===== src/rtl/watch_pkg.sv =====
// watch_pkg: field limits, widths and control-unit state encoding shared by the watch blocks
package watch_pkg;
    localparam int MSEC_MAX = 99;
    localparam int SEC_MAX  = 59;
    localparam int MIN_MAX  = 59;
    localparam int HOUR_MAX = 23;
    localparam int MSEC_W   = 7;
    localparam int SEC_W    = 6;
    localparam int MIN_W    = 6;
    localparam int HOUR_W   = 5;
    typedef enum logic [1:0] {CU_RUN, CU_SET_HOUR, CU_SET_MIN, CU_SET_SEC} cu_state_e;
endpackage


===== src/rtl/watch_dp_if.sv =====
// watch_dp_if: control-unit load/clear/set-mode signals and time outputs toward the display
interface watch_dp_if;
    import watch_pkg::*;
    logic              i_hour_set;
    logic              i_min_set;
    logic              i_sec_set;
    logic [HOUR_W-1:0] i_hour_value;
    logic [MIN_W-1:0]  i_min_value;
    logic [SEC_W-1:0]  i_sec_value;
    logic              i_clear;
    logic              i_set_mode_active;
    logic [MSEC_W-1:0] o_msec;
    logic [SEC_W-1:0]  o_sec;
    logic [MIN_W-1:0]  o_min;
    logic [HOUR_W-1:0] o_hour;
    logic              o_tick;
    modport master (
        output i_hour_set, i_min_set, i_sec_set, i_hour_value, i_min_value, i_sec_value,
        output i_clear, i_set_mode_active,
        input  o_msec, o_sec, o_min, o_hour, o_tick
    );
    modport slave (
        input  i_hour_set, i_min_set, i_sec_set, i_hour_value, i_min_value, i_sec_value,
        input  i_clear, i_set_mode_active,
        output o_msec, o_sec, o_min, o_hour, o_tick
    );
endinterface


===== src/rtl/tick_gen.sv =====
// tick_gen: divides clk by CLK_FREQ/TICK_HZ; o_tick is high in the cycle the count sits at DIV-1
module tick_gen #(
    parameter int CLK_FREQ = 100_000_000,
    parameter int TICK_HZ  = 100
) (
    input  logic clk,
    input  logic rst,
    input  logic i_hold,
    output logic o_tick
);
    localparam int DIV = CLK_FREQ / TICK_HZ;
    localparam int W   = $clog2(DIV);
    logic [W-1:0] cnt;
    assign o_tick = !i_hold && cnt == W'(DIV - 1);
    always_ff @(posedge clk or negedge rst)
        if (!rst) cnt <= '0;
        else      cnt <= (i_hold || o_tick) ? '0 : cnt + 1'b1;
endmodule


===== src/rtl/watch_dp.sv =====
// watch_dp: cascaded hour:min:sec:centisec counter with field loads, clear and set-mode freeze
module watch_dp
    import watch_pkg::*;
#(
    parameter int CLK_FREQ = 100_000_000,
    parameter int TICK_HZ  = 100
) (
    input logic        clk,
    input logic        rst,
    watch_dp_if.slave  dp
);
    logic tick;
    logic c_ms;
    logic c_s;
    logic c_m;
    logic [HOUR_W-1:0] hour_ld;
    logic [MIN_W-1:0]  min_ld;
    logic [SEC_W-1:0]  sec_ld;
    // a sec load restarts the centisecond phase, so it holds the prescaler like clear/freeze
    tick_gen #(.CLK_FREQ(CLK_FREQ), .TICK_HZ(TICK_HZ)) u_tick (
        .clk    (clk),
        .rst    (rst),
        .i_hold (dp.i_clear | dp.i_set_mode_active | dp.i_sec_set),
        .o_tick (tick)
    );
    assign hour_ld = dp.i_hour_value > HOUR_W'(HOUR_MAX) ? HOUR_W'(HOUR_MAX) : dp.i_hour_value;
    assign min_ld  = dp.i_min_value  > MIN_W'(MIN_MAX)   ? MIN_W'(MIN_MAX)   : dp.i_min_value;
    assign sec_ld  = dp.i_sec_value  > SEC_W'(SEC_MAX)   ? SEC_W'(SEC_MAX)   : dp.i_sec_value;
    // a loaded field swallows its incoming carry and propagates none upward
    assign c_ms = tick && dp.o_msec == MSEC_W'(MSEC_MAX);
    assign c_s  = c_ms && dp.o_sec == SEC_W'(SEC_MAX) && !dp.i_sec_set;
    assign c_m  = c_s && dp.o_min == MIN_W'(MIN_MAX) && !dp.i_min_set;
    always_ff @(posedge clk or negedge rst)
        if (!rst) begin
            dp.o_msec <= '0;
            dp.o_sec  <= '0;
            dp.o_min  <= '0;
            dp.o_hour <= '0;
            dp.o_tick <= 1'b0;
        end else if (dp.i_clear) begin
            dp.o_msec <= '0;
            dp.o_sec  <= '0;
            dp.o_min  <= '0;
            dp.o_hour <= '0;
            dp.o_tick <= 1'b0;
        end else begin
            dp.o_tick <= tick;
            dp.o_msec <= dp.i_sec_set ? '0 : tick ? (c_ms ? '0 : dp.o_msec + 1'b1) : dp.o_msec;
            dp.o_sec  <= dp.i_sec_set ? sec_ld :
                         c_ms ? (dp.o_sec == SEC_W'(SEC_MAX) ? '0 : dp.o_sec + 1'b1) : dp.o_sec;
            dp.o_min  <= dp.i_min_set ? min_ld :
                         c_s ? (dp.o_min == MIN_W'(MIN_MAX) ? '0 : dp.o_min + 1'b1) : dp.o_min;
            dp.o_hour <= dp.i_hour_set ? hour_ld :
                         c_m ? (dp.o_hour == HOUR_W'(HOUR_MAX) ? '0 : dp.o_hour + 1'b1) : dp.o_hour;
        end
endmodule


===== src/flat_wrapper.sv =====
// flat-port wrapper written by rule: the top's interface ports become plain ports
module watch_dp_flat import watch_pkg::*;
#(
    parameter int CLK_FREQ = 100_000_000,
    parameter int TICK_HZ  = 100
)
  (clk, rst, dp_i_hour_set, dp_i_min_set, dp_i_sec_set, dp_i_hour_value, dp_i_min_value, dp_i_sec_value, dp_i_clear, dp_i_set_mode_active, dp_o_msec, dp_o_sec, dp_o_min, dp_o_hour, dp_o_tick);
  watch_dp_if dp_i ();
  input logic clk;
  input logic rst;
  input wire logic [$bits(dp_i.i_hour_set)-1:0] dp_i_hour_set;
  input wire logic [$bits(dp_i.i_min_set)-1:0] dp_i_min_set;
  input wire logic [$bits(dp_i.i_sec_set)-1:0] dp_i_sec_set;
  input wire logic [$bits(dp_i.i_hour_value)-1:0] dp_i_hour_value;
  input wire logic [$bits(dp_i.i_min_value)-1:0] dp_i_min_value;
  input wire logic [$bits(dp_i.i_sec_value)-1:0] dp_i_sec_value;
  input wire logic [$bits(dp_i.i_clear)-1:0] dp_i_clear;
  input wire logic [$bits(dp_i.i_set_mode_active)-1:0] dp_i_set_mode_active;
  output wire logic [$bits(dp_i.o_msec)-1:0] dp_o_msec;
  output wire logic [$bits(dp_i.o_sec)-1:0] dp_o_sec;
  output wire logic [$bits(dp_i.o_min)-1:0] dp_o_min;
  output wire logic [$bits(dp_i.o_hour)-1:0] dp_o_hour;
  output wire logic [$bits(dp_i.o_tick)-1:0] dp_o_tick;
  assign dp_i.i_hour_set = dp_i_hour_set;
  assign dp_i.i_min_set = dp_i_min_set;
  assign dp_i.i_sec_set = dp_i_sec_set;
  assign dp_i.i_hour_value = dp_i_hour_value;
  assign dp_i.i_min_value = dp_i_min_value;
  assign dp_i.i_sec_value = dp_i_sec_value;
  assign dp_i.i_clear = dp_i_clear;
  assign dp_i.i_set_mode_active = dp_i_set_mode_active;
  assign dp_o_msec = dp_i.o_msec;
  assign dp_o_sec = dp_i.o_sec;
  assign dp_o_min = dp_i.o_min;
  assign dp_o_hour = dp_i.o_hour;
  assign dp_o_tick = dp_i.o_tick;
  watch_dp #(.CLK_FREQ(CLK_FREQ), .TICK_HZ(TICK_HZ)) u_core (.clk(clk), .rst(rst), .dp(dp_i));
endmodule

===== config.mk =====
export PLATFORM = sky130hd
export DESIGN_NAME = watch_dp_flat
export DESIGN_NICKNAME = d
export VERILOG_FILES = /design/src/rtl/watch_pkg.sv /design/src/rtl/watch_dp_if.sv /design/src/rtl/tick_gen.sv /design/src/rtl/watch_dp.sv /design/src/flat_wrapper.sv
export SDC_FILE = /design/constraint.sdc
export NUM_CORES = 1
export LEC_CHECK = 0
export CELL_PAD_IN_SITES_DETAIL_PLACEMENT = 0
export CELL_PAD_IN_SITES_GLOBAL_PLACEMENT = 1
export CORE_ASPECT_RATIO = 0.9
export CORE_MARGIN = 8
export CORE_UTILIZATION = 43
export CTS_CLUSTER_DIAMETER = 120
export DETAILED_ROUTE_END_ITERATION = 16
export PLACE_DENSITY = 0.95
export SLEW_MARGIN = 20
export SYNTH_ARGS = -nofsm -noshare
export SYNTH_HDL_FRONTEND = slang
export SYNTH_SLANG_ARGS = --single-unit
export TNS_END_PERCENT = 5

===== constraint.sdc =====
create_clock -name clk -period 4 [get_ports clk]
set_input_delay 0.4 -clock clk [delete_from_list [all_inputs] [get_ports clk]]
set_output_delay 0.4 -clock clk [all_outputs]
set_load 0.01 [all_outputs]

==> results.txt, run 1 <==
----------------------------------------------------
[Status]
  Outcome ... finished clean

[Power and ir drop]
  Net switching power ... 250 uW
  Pint ... 667 uW
  Sw frac ... 27.3%
  PD cells ... 279 nW/um^2
  Leakage component of the power ... 0.00127 uW
  Seq pwr share ... 53.6%
  VDD IR-drop max ... 0.108 mV
  Portion of total power attributed to the clock network ... 31.1%
  Proportion of power drawn by combinational gates ... 15.3%

[Floorplanning]
  Effective utilization at floorplan ... 44.1%
  Total number of placement rows ... 27
  Y dimension of the die ... 90.9 um
  Number of top-level pins ... 49
  Die area ... 9020 um^2
  Core area ... 6080 um^2
  Horiz. Die Dim ... 99.2 um

[Global routing]
  Largest net degree at the start of global routing ... 46
  Global-route congestion overflow total ... 0
  Gr usage total ... 14.1%
  Number of antenna violations at the first check in global routing ... 0
  Vias in the first global route ... 2317
  Global-route wire length before repair ... 10700 um

[Setup path]
  Crit path max-delay family ... simple AND/OR/NAND/NOR gates
  Maximum cell stage delay along the critical path ... 0.50 ns
  Count of buffering cells on the critical path with inverters included ... 2
  Worst Path Max Fanout ... 19
  Slowest library cell on the worst path ... sky130_fd_sc_hd__o21ai_1
  Launching point of the worst reg2reg path ... u_core.dp.o_sec[0]
  CP Launch Type ... input pin
  Category of the most critical setup path ... input pin to flip-flop
  Cells traversed along the worst timing path ... clkdlybuf4s50_1 > buf_4 > or3b_2 > nor4_1 > nand3_2 > o21ai_1 > mux2_2
  Startpoint of the most critical setup path ... dp_i_sec_set
  Arrival time at the worst endpoint ... 3.06 ns
  Required time reported for the critical path endpoint ... 4.19 ns
  Worst Setup End Kind ... flip-flop

[STA]
  Sum of negative setup slack ... 0 ns
  Highest attainable clock frequency ... 348 MHz
  Pin slew with the least headroom to its limit ... 0.901 ns
  Clock period minus worst slack ... 2.88 ns
  Number of hold violations in the final report ... 0
  Slew margin rel. ... 39.7%
  Worst clock skew on the final layout ... 0.0101 ns
  Worst Hold Margin ... 0.0874 ns
  Setup repair after global routing missed its margin ... false
  Final Slew Violations ... 0
  Endpoints failing setup ... 0
  Share of the clock period used by the worst path ... 71.9%

[Logic synthesis]
  Proportion of synthesized area in mux cells ... 2.71%
  Parity-gate share of the synthesized area counting xor and xnor cells ... 5.89%
  Adder-cell share of the synthesized area ... 2.34%
  Average cell area after synthesis ... 9.05 um^2
  Main flop type after synthesis ... sky130_fd_sc_hd__dfrtp_1
  Async set-reset flop share out of synthesis ... 100%
  Sequential share of the synthesized area ... 42.0%
  Syn_nets ... 325
  Distinct cells, synth ... 53
  Basic-gate share of the synthesized area counting and, or, nand and nor cells ... 30.9%
  Netlist Area Pre-Place ... 2680 um^2
  Total of warnings raised by yosys ... 0
  Synthesized instance count ... 296
  Dominant combinational cell family by area after synthesis ... simple AND/OR/NAND/NOR gates
  EDFF count, synth ... 0
  Count of state elements after synthesis ... 45
  Complex-gate fraction of the synthesized area ... 12.3%

[Routing]
  Vias after detailed routing ... 2376
  Sum of routed wire length over all layers ... 6280 um
  Routed WL per cell ... 15.1 um
  Via/cell ratio ... 5.71
  Remaining antenna violation count after routing ... 0
  Initial DRC count ... 75
  DRC Markers ... 0
  TritonRoute pass-1 iters ... 4

[Clock tree]
  Root Buffer Master ... sky130_fd_sc_hd__clkbuf_8
  Buffers inserted during post-CTS setup optimization ... 0
  Buffer levels on the longest clock path ... 2
  Clock tree from TritonCTS ... built
  Clock net sink count ... 45
  Hold bufs inserted after CTS ... 0
  Number of H-tree branching levels ... 2
  Post-cts gate resize count ... 0
  Post-CTS clock slew at the launch and capture registers of the worst setup and hold paths ... 0.09 ns
  CTS Buf Count ... 5
  Clock network latency to the later pin of the worst-skew pair ... 0.30 ns

[Flow run]
  MaxCap Viol Count ... 0

[Place]
  Number of buffer cells added on primary ports ... 48
  Half-perimeter wire length after detailed placement ... 4590 um
  GP Congestion ... 0.825

[Final layout]
  Syn-to-layout area delta ... 22.8%
  Multi-input logic area ... 1450 um^2
  Ant diodes ... 0
  Fill cell total of the finished layout ... 527
  Layout cell share with drive strength beyond 1 ... 6.98%
  Area used by sequential logic in the layout ... 1130 um^2
  Total number of nets in the final design ... 372

[Min path]
  Class of the most critical hold timing path ... input pin to asynchronous set/reset pin

----------------------------------------------------
[cells in the mapped netlist, types with 3 or more instances]
library cell / count / area, um^2
sky130_fd_sc_hd__a211oi_1: 3 / 22.5
sky130_fd_sc_hd__a21oi_1: 14 / 70.1
sky130_fd_sc_hd__a31oi_1: 3 / 18.8
sky130_fd_sc_hd__clkbuf_1: 6 / 22.5
sky130_fd_sc_hd__dfrtp_1: 45 / 1130
sky130_fd_sc_hd__ha_1: 5 / 62.6
sky130_fd_sc_hd__inv_1: 10 / 37.5
sky130_fd_sc_hd__mux2i_1: 5 / 50.1
sky130_fd_sc_hd__nand2_1: 20 / 75.1
sky130_fd_sc_hd__nand2b_1: 3 / 18.8
sky130_fd_sc_hd__nand3_1: 26 / 130
sky130_fd_sc_hd__nand4_1: 8 / 50.1
sky130_fd_sc_hd__nor2_1: 36 / 135
sky130_fd_sc_hd__nor3_1: 12 / 60.1
sky130_fd_sc_hd__nor4_1: 4 / 25.0
sky130_fd_sc_hd__o211ai_1: 3 / 22.5
sky130_fd_sc_hd__o21ai_0: 12 / 60.1
sky130_fd_sc_hd__o31ai_1: 3 / 22.5
sky130_fd_sc_hd__or2_2: 4 / 25.0
sky130_fd_sc_hd__or3_1: 5 / 31.3
sky130_fd_sc_hd__or4_1: 7 / 52.6
sky130_fd_sc_hd__xnor2_1: 10 / 87.6
sky130_fd_sc_hd__xor2_1: 8 / 70.1
[sequential cells by signal, summed over array words and instances, names as in the netlist]
register / cells
u_core.dp.o_msec: 7
u_core.dp.o_tick: 1
u_core.dp.o_hour: 5
u_core.dp.o_min: 6
u_core.dp.o_sec: 6
u_core.u_tick.cnt: 20
[placed cells by master (no fill, tap or decap), drive strengths merged, types with 3 or more instances in the layout]
cell	n
nand3	27
mux2i	5
and4	3
or3	5
nand2b	3
or2	4
xor2	8
a211oi	3
o211ai	3
a31oi	3
clkbuf	5
inv	10
ha	5
nor2	36
o21ai	13
xnor2	10
o31ai	3
dfrtp	45
buf	3
or4	7
clkinvlp	3
nor3	12
clkdlybuf4s50	47
nand4	8
a21oi	14
nand2	20
nor4	6
[metrics by stage]
stage                     instances  instance area [um^2]  worst slack, ns  total power (uW)  util, %
after global routing            416                  3290            0.968               958     54.1
final                           416                  3290             1.12               916     54.1
after detailed placement        408                  3200            0.874               640     52.6
after global placement          408                  3200            0.976               638     52.6
after floorplan                 296                  2680             1.64               560        -
after CTS                       416                  3290             1.17               926     54.1
[path summary, 6_finish.rpt]
check / endpoint / cells after the start / slack [ns]
max in group asynchronous: u_core.u_tick.cnt[8] / 1 / 3.53
setup / recovery: u_core.dp.o_hour[1] / 7 / 1.12
setup reg to reg: u_core.dp.o_hour[1] / 6 / 1.17
min in group clk: u_core.dp.o_sec[5] / 1 / 0.52
hold / removal: u_core.u_tick.cnt[2] / 1 / 0.09
hold reg to reg: u_core.dp.o_sec[5] / 1 / 0.52
[cells by family (layout without fill, tap and decap cells)]
logic type                 count (synthesis)  in the layout
and+or+nand+nor                          149            149
AOI/OAI and AO/OA                         52             52
DFF                                       45             45
buffers and inverters                     20             68
xor gates and xnor gates                  18             18
muxes                                      7              7
adders and majority gates                  5              5
[power groups by stage]
stage / clock network (uW) / registers, uW / logic (uW)
after floorplan: 0 / 503 / 56.9
after global placement: 0 / 500 / 138
after detailed placement: 0 / 499 / 141
after CTS: 294 / 491 / 141
after global routing: 309 / 494 / 155
final: 285 / 491 / 140
[cell type report]
cell class                 instances  area share, %
clock inverter                     3          0.685
multi-input combinational        231           44.1
clock buffer                       5           2.09
tap                               72           2.74
sequential                        45           34.2
timing repair buffer              50           15.0
inverter                          10           1.14
[metal layers]
layer	global-route usage [%]	wire, um	up-vias
met3	3.78	384	6
met2	21.4	2760	60
met5	0	0	-
met4	4.41	68	0
li1	-	-	1169
met1	19.0	3070	1141
Power figures use the tool's default switching activity.
==> run 2: changes to the inputs <==
--- a/config.mk
+++ b/config.mk
@@ -9,10 +9,10 @@
 export CELL_PAD_IN_SITES_GLOBAL_PLACEMENT = 1
 export CORE_ASPECT_RATIO = 0.9
 export CORE_MARGIN = 8
-export CORE_UTILIZATION = 43
+export CORE_UTILIZATION = 40
 export CTS_CLUSTER_DIAMETER = 120
 export DETAILED_ROUTE_END_ITERATION = 16
-export PLACE_DENSITY = 0.95
+export PLACE_DENSITY = 0.9
 export SLEW_MARGIN = 20
 export SYNTH_ARGS = -nofsm -noshare
 export SYNTH_HDL_FRONTEND = slang
==> constraint.sdc (replaced) <==
create_clock -name clk -period 2.8 [get_ports clk]
set_input_delay 0.28 -clock clk [delete_from_list [all_inputs] [get_ports clk]]
set_output_delay 0.28 -clock clk [all_outputs]
set_load 0.01 [all_outputs]
==> run 2 against run 1 <==
  * The run now ends with negative hold slack left
  * Count of clock-buffer cells in the layout unchanged
  * Via count decreased by 0.84%
  * Total power increased by 62%
  * Global-route usage decreased by 0.11 points
  * Sequential power increased by 43%
  * Final area increased by 3.1%
  * Routed wire length increased by 1.5%
  * Register-to-register slack got worse by 0.86 ns
  * Critical path depth decreased by 2
  * Combinational power increased by 46%
  * Non-clock buffer count increased by 4
  * Critical path type is now flip-flop to flip-flop
  * Critical endpoint unchanged
  * Largest cell class unchanged
==> results.txt, run 2 (synthesis results as in run 1) <==
----------------------------------------------------
[Status]
  Outcome ... finished, violations left
  Violations in the final reports ... negative hold slack

[Setup path]
  Slowest library cell on the worst path ... sky130_fd_sc_hd__or4_1
  Worst Path Max Fanout ... 12 (-7)
  Count of buffering cells on the critical path with inverters included ... 0 (-2)
  R2R cell count ... 5 (-1)
  Path length in cells of the critical path ... 5 (-2)
  Cells traversed along the worst timing path ... or4_1 > nor4_4 > nand3_2 > o21ai_1 > mux2_2
  Worst setup path end ... u_core.dp.o_hour[1]
  CP Launch Type ... flip-flop
  Required time reported for the critical path endpoint ... 2.99 ns (-1.20 ns)
  Destination of the worst register-to-register timing path ... u_core.dp.o_hour[1]
  Worst reg-to-reg setup slack ... 0.31 ns (-0.86 ns)
  Arrival time at the worst endpoint ... 2.68 ns (-0.38 ns)
  Launching point of the worst reg2reg path ... u_core.u_tick.cnt[6]
  Maximum cell stage delay along the critical path ... 0.62 ns (+0.12 ns)
  Startpoint of the most critical setup path ... u_core.u_tick.cnt[6]
  Crit path max-delay family ... simple AND/OR/NAND/NOR gates
  Category of the most critical setup path ... flip-flop to flip-flop
  Worst Setup End Kind ... flip-flop

[STA]
  Endpoints failing setup ... 0 (unchanged)
  Final Slew Violations ... 0 (unchanged)
  Slew margin rel. ... 58.1% (+18 points)
  Worst clock skew on the final layout ... 0.00715 ns (-0.00292 ns)
  Worst Hold Margin ... -0.0215 ns (-0.109 ns)
  Sum of negative setup slack ... 0 ns (unchanged)
  Setup repair after global routing missed its margin ... false
  Number of hold violations in the final report ... 45 (+45)
  Clock period minus worst slack ... 2.49 ns
  Share of the clock period used by the worst path ... 88.9%
  Highest attainable clock frequency ... 402 MHz
  Pin slew with the least headroom to its limit ... 0.627 ns (-0.274 ns)

[Clock tree]
  Clock tree from TritonCTS ... built
  Clock network latency to the later pin of the worst-skew pair ... 0.29 ns (about the same)
  Buffer levels on the longest clock path ... 2 (unchanged)
  Root Buffer Master ... sky130_fd_sc_hd__clkbuf_8
  Clock net sink count ... 45 (unchanged)
  Post-CTS clock slew at the launch and capture registers of the worst setup and hold paths ... 0.09 ns (about the same)
  Number of H-tree branching levels ... 2 (unchanged)
  Buffers inserted during post-CTS setup optimization ... 0 (unchanged)
  CTS Buf Count ... 5 (unchanged)

[Place]
  Cell total after placement ... 430 (+5.4%)
  Half-perimeter wire length after detailed placement ... 4690 um (+2.2%)
  GP Congestion ... 0.811 (-1.7%)
  Number of buffer cells added on primary ports ... 48 (unchanged)
  Total cell area at the placement stage ... 3250 um^2 (+1.6%)

[Floorplanning]
  Y dimension of the die ... 93.6 um (+3.0%)
  Effective utilization at floorplan ... 41.1% (-2.9 points)
  Horiz. Die Dim ... 102 um (+3.1%)
  Total number of placement rows ... 28 (+3.7%)
  Die area ... 9580 um^2 (+6.2%)
  Number of top-level pins ... 49 (unchanged)
  Core area ... 6520 um^2 (+7.2%)

[Final layout]
  Most flop-heavy register ... u_core.u_tick.cnt
  Most used cells in the layout excluding fill and tap cells ... sky130_fd_sc_hd__clkdlybuf4s50_1, sky130_fd_sc_hd__dfrtp_1, sky130_fd_sc_hd__nor2_1
  Total number of nets in the final design ... 376 (+1.1%)
  Fin area ... 3390 um^2 (+3.1%)
  Layout cell share with drive strength beyond 1 ... 8.33% (+1.4 points)
  Syn-to-layout area delta ... 26.6%
  Count of placed standard cells in the final layout, fillers left out ... 438 (+5.3%)
  Ant diodes ... 0 (unchanged)
  Leading cell type in the layout, fill and taps excluded ... sky130_fd_sc_hd__clkdlybuf4s50_1
  Biggest regs ... u_core.u_tick.cnt: 20 flops, u_core.dp.o_msec: 7 flops
  Largest register FFs ... 20 (unchanged)

[Global routing]
  Global-route wire length before repair ... 10800 um (+0.97%)
  Global-route congestion overflow total ... 0 (unchanged)
  Largest net degree at the start of global routing ... 46 (unchanged)
  Number of antenna violations at the first check in global routing ... 0 (unchanged)
  Vias in the first global route ... 2247 (-3.0%)
  Gr usage total ... 14.0% (-0.11 points)

[Routing]
  DRC Markers ... 0 (unchanged)
  Remaining antenna violation count after routing ... 0 (unchanged)
  Via/cell ratio ... 5.38 (-5.8%)
  Routed WL per cell ... 14.6 um (-3.6%)
  Vias after detailed routing ... 2356 (-0.84%)
  TritonRoute pass-1 iters ... 4 (unchanged)
  Initial DRC count ... 81 (+8.0%)
  Sum of routed wire length over all layers ... 6370 um (+1.5%)

[Min path]
  Class of the most critical hold timing path ... input pin to asynchronous set/reset pin

[Power and ir drop]
  Leakage component of the power ... 0.00132 uW (+4.0%)
  PD cells ... 438 nW/um^2 (+57%)
  Proportion of power drawn by combinational gates ... 13.7% (-1.6 points)
  Net switching power ... 351 uW (+41%)
  Seq pwr share ... 47.3% (-6.3 points)
  Pint ... 1130 uW (+70%)
  Portion of total power attributed to the clock network ... 38.9% (+7.8 points)
  Sw frac ... 23.6% (-3.6 points)
  VDD IR-drop max ... 0.185 mV (+72%)

[Flow run]
  MaxCap Viol Count ... 0 (unchanged)

----------------------------------------------------
run 2: layout make-up:
cell class	instances	area, um^2
clock inverter	3	65.1
timing repair buffer	54	523
fill	601	3130
multi-input combinational	231	1460
tap	90	113
sequential	45	1130
clock buffer	5	68.8
inverter	10	37.5
run 2: stage by stage:
step	power, uW	setup WS, ns	hold slack (ns)	util, %
floorplan	800	0.435	-0.0156	-
global placement	917	0.157	0.497	49.8
detailed placement	921	0.0904	0.504	49.8
CTS	1500	0.179	0.189	51.9
global route	1550	0.103	0.00667	52.0
finish	1490	0.310	-0.0215	52.0
run 2: metal layers:
layer,track usage (%),wire length (um),vias up
met1,18.5,3070,1121
met2,20.9,2880,48
li1,-,-,1181
met3,3.93,321,6
met5,0,0,-
met4,5.62,102,0
run 2: power by group through the flow:
| stage | Clock [uW] | Combinational, uW | Sequential [uW] |
|---|---|---|---|
| 3_3_place_gp | 0 | 202 | 715 |
| 6_report | 578 | 204 | 703 |
| 5_1_grt | 616 | 225 | 709 |
| 2_1_floorplan | 0 | 81.3 | 718 |
| 3_5_place_dp | 0 | 206 | 715 |
| 4_1_cts | 592 | 206 | 703 |
run 2: what timing repair did:
item,CTS,global route
hold buffers,0,0
setup endpoints to repair,0,3
resized for setup,0,1
run 2: how the worst min path moves through the flow:
stage / start / endpoint / slack, ns / cells past startpoint
5_1_grt: rst / u_core.dp.o_tick / 0.007 / 1
2_1_floorplan: rst / u_core.dp.o_hour[0] / -0.02 / 0
3_3_place_gp: u_core.dp.o_sec[5] / u_core.dp.o_sec[5] / 0.50 / 1
3_5_place_dp: u_core.dp.o_sec[5] / u_core.dp.o_sec[5] / 0.50 / 1
4_1_cts: rst / u_core.u_tick.cnt[6] / 0.19 / 1
6_report: rst / u_core.u_tick.cnt[4] / -0.02 / 1
==> run 3: changes to the inputs <==
--- a/config.mk
+++ b/config.mk
@@ -9,10 +9,11 @@
 export CELL_PAD_IN_SITES_GLOBAL_PLACEMENT = 1
 export CORE_ASPECT_RATIO = 0.9
 export CORE_MARGIN = 8
-export CORE_UTILIZATION = 40
+export CORE_UTILIZATION = 28
 export CTS_CLUSTER_DIAMETER = 120
 export DETAILED_ROUTE_END_ITERATION = 16
-export PLACE_DENSITY = 0.9
+export HOLD_SLACK_MARGIN = 0.08
+export PLACE_DENSITY = 0.7
 export SLEW_MARGIN = 20
 export SYNTH_ARGS = -nofsm -noshare
 export SYNTH_HDL_FRONTEND = slang
==> run 3 against run 2 <==
  * The flow now finishes without violations
  * First-iteration DRC count up 80%
  * Count of clock-buffer cells in the layout up 2
  * Utilization down 16 points
  * Clock power down 10%
  * Setup slack worse by 0.021 ns
  * Cell count up 8.9%
  * Sequential share of layout area down 0.45 points
  * Fmax down 0.85%
  * Die area up 35%
  * Routed wire length up 5.7%
  * Register-to-register slack worse by 0.02 ns
  * Largest cell class unchanged
==> results.txt, run 3 (synthesis results as in run 1) <==
----------------------------------------------------
[Global routing]
  Vias in the first global route ... 2335 (+3.9%)
  Largest net degree at the start of global routing ... 46 (unchanged)
  Number of antenna violations at the first check in global routing ... 0 (unchanged)
  Global-route congestion overflow total ... 0 (unchanged)
  Gr usage total ... 10.6% (-3.4 points)
  Global-route wire length before repair ... 11400 um (+5.7%)

[STA]
  Setup repair after global routing missed its margin ... false
  Slew margin rel. ... 57.0% (-1.1 points)
  Sum of negative setup slack ... 0 ns (unchanged)
  Final Slew Violations ... 0 (unchanged)
  Number of hold violations in the final report ... 0 (-100%)
  Highest attainable clock frequency ... 398 MHz (-0.85%)
  Clock period minus worst slack ... 2.51 ns (+0.0213 ns)
  Worst clock skew on the final layout ... 0.00619 ns (-0.000955 ns)
  Share of the clock period used by the worst path ... 89.7% (+0.76 points)
  Endpoints failing setup ... 0 (unchanged)
  Pin slew with the least headroom to its limit ... 0.644 ns (+0.0168 ns)

[Routing]
  Initial DRC count ... 146 (+80%)
  Sum of routed wire length over all layers ... 6730 um (+5.7%)
  Vias after detailed routing ... 2354 (-0.085%)
  Routed WL per cell ... 14.1 um (-3.0%)
  Remaining antenna violation count after routing ... 0 (unchanged)
  DRC Markers ... 0 (unchanged)
  Via/cell ratio ... 4.94 (-8.3%)
  TritonRoute pass-1 iters ... 4 (unchanged)

[Place]
  Number of buffer cells added on primary ports ... 48 (unchanged)
  Half-perimeter wire length after detailed placement ... 4970 um (+6.0%)
  Cell total after placement ... 468 (+8.8%)
  GP Congestion ... 0.756 (-6.8%)

[Floorplanning]
  Number of top-level pins ... 49 (unchanged)
  Die area ... 13000 um^2 (+35%)
  Horiz. Die Dim ... 119 um (+16%)
  Core area ... 9490 um^2 (+46%)
  Total number of placement rows ... 34 (+21%)
  Effective utilization at floorplan ... 28.2% (-13 points)
  Y dimension of the die ... 109 um (+16%)

[Clock tree]
  Clock net sink count ... 45 (unchanged)
  Post-cts gate resize count ... 0 (unchanged)
  Post-CTS clock slew at the launch and capture registers of the worst setup and hold paths ... 0.09 ns (about the same)
  Number of H-tree branching levels ... 2 (unchanged)
  Root Buffer Master ... sky130_fd_sc_hd__clkbuf_8
  Clock tree from TritonCTS ... built
  Clock network latency to the later pin of the worst-skew pair ... 0.30 ns (about the same)
  CTS Buf Count ... 5 (unchanged)
  Buffer levels on the longest clock path ... 2 (unchanged)

[Power and ir drop]
  VDD IR-drop max ... 0.191 mV (+3.2%)
  Leakage component of the power ... 0.00132 uW (+0.30%)
  PD cells ... 415 nW/um^2 (-5.3%)

[Setup path]
  Path length in cells of the critical path ... 8 (+3)
  R2R cell count ... 8 (+3)
  Count of buffering cells on the critical path with inverters included ... 2 (+2)
  Maximum cell stage delay along the critical path ... 0.50 ns (-0.12 ns)
  Launching point of the worst reg2reg path ... u_core.dp.o_sec[0]
  CP Launch Type ... flip-flop
  Slowest library cell on the worst path ... sky130_fd_sc_hd__or4_1
  Category of the most critical setup path ... flip-flop to flip-flop
  Startpoint of the most critical setup path ... u_core.dp.o_sec[0]
  Crit path max-delay family ... simple AND/OR/NAND/NOR gates
  Worst Path Max Fanout ... 11 (-1)
  Cells traversed along the worst timing path ... ha_1 > or3b_2 > nor4_1 > buf_4 > nand3_2 > buf_4 > or4_1 > nand3_1
  Arrival time at the worst endpoint ... 2.75 ns (+0.07 ns)
  Worst Setup End Kind ... flip-flop
  Required time reported for the critical path endpoint ... 3.04 ns (+0.05 ns)
  Most used cell, CP ... sky130_fd_sc_hd__buf_4

[Final layout]
  Largest register FFs ... 20 (unchanged)
  Most used cells in the layout excluding fill and tap cells ... sky130_fd_sc_hd__clkdlybuf4s50_1, sky130_fd_sc_hd__dfrtp_1, sky130_fd_sc_hd__nor2_1
  Most flop-heavy register ... u_core.u_tick.cnt
  Count of placed standard cells in the final layout, fillers left out ... 477 (+8.9%)
  Total number of nets in the final design ... 379 (+0.80%)
  Biggest regs ... u_core.u_tick.cnt: 20 flops, u_core.dp.o_msec: 7 flops
  Layout cell share with drive strength beyond 1 ... 8.26% (-0.071 points)
  Ant diodes ... 0 (unchanged)
  Leading cell type in the layout, fill and taps excluded ... sky130_fd_sc_hd__clkdlybuf4s50_1
  Syn-to-layout area delta ... 28.3%

[Min path]
  Class of the most critical hold timing path ... flip-flop to flip-flop
  Min-delay src ... u_core.dp.o_sec[5]
  Hold Path Stages ... 1

[Flow run]
  MaxCap Viol Count ... 0 (unchanged)

[Status]
  Outcome ... finished clean

----------------------------------------------------
run 3: path summary, 6_finish.rpt:
path	end	slack [ns]
max	u_core.dp.o_min[4]	0.29
min	u_core.dp.o_sec[5]	0.52
max reg2reg	u_core.dp.o_min[4]	0.29
min reg2reg	u_core.dp.o_sec[5]	0.52
min in group asynchronous	u_core.u_tick.cnt[15]	0.53
max in group asynchronous	u_core.dp.o_msec[5]	1.85
run 3: timing repair:
action,in CTS,in global routing
hold endpoints to repair,0,45
setup buffers,0,0
hold buffers,0,1
run 3: power by group:
group          total [uW]  switching, uW  internal [uW]
clock                 520            228            291
sequential            702           30.3            672
combinational         204           95.3            109
run 3: final cells by class:
type	instances	area (um^2)
clock buffer	7	86.3
clock inverter	1	30.0
fill	978	6050
inverter	10	37.5
multi-input combinational	231	1450
sequential	45	1130
tap	126	158
timing repair buffer	57	548
run 3: layer usage:
| layer | GRT usage [%] | wire length, um | vias up |
|---|---|---|---|
| met5 | 0 | 0 | - |
| met4 | 3.52 | 93 | 0 |
| met3 | 2.23 | 263 | 8 |
| met2 | 16.2 | 2970 | 47 |
| met1 | 14.5 | 3400 | 1116 |
| li1 | - | - | 1183 |
run 3: stage by stage:
step | total power [uW] | setup slack [ns] | hold slack (ns) | area, um^2 | util [%]
2_1_floorplan | 800 | 0.435 | -0.0156 | 2680 | -
6_report | 1430 | 0.289 | 0.519 | 3440 | 36.2
3_5_place_dp | 921 | 0.222 | 0.504 | 3310 | 34.9
4_1_cts | 1450 | 0.281 | 0.206 | 3420 | 36.1
5_1_grt | 1490 | 0.122 | 0.559 | 3440 | 36.2
3_3_place_gp | 919 | 0.218 | 0.498 | 3310 | 34.9
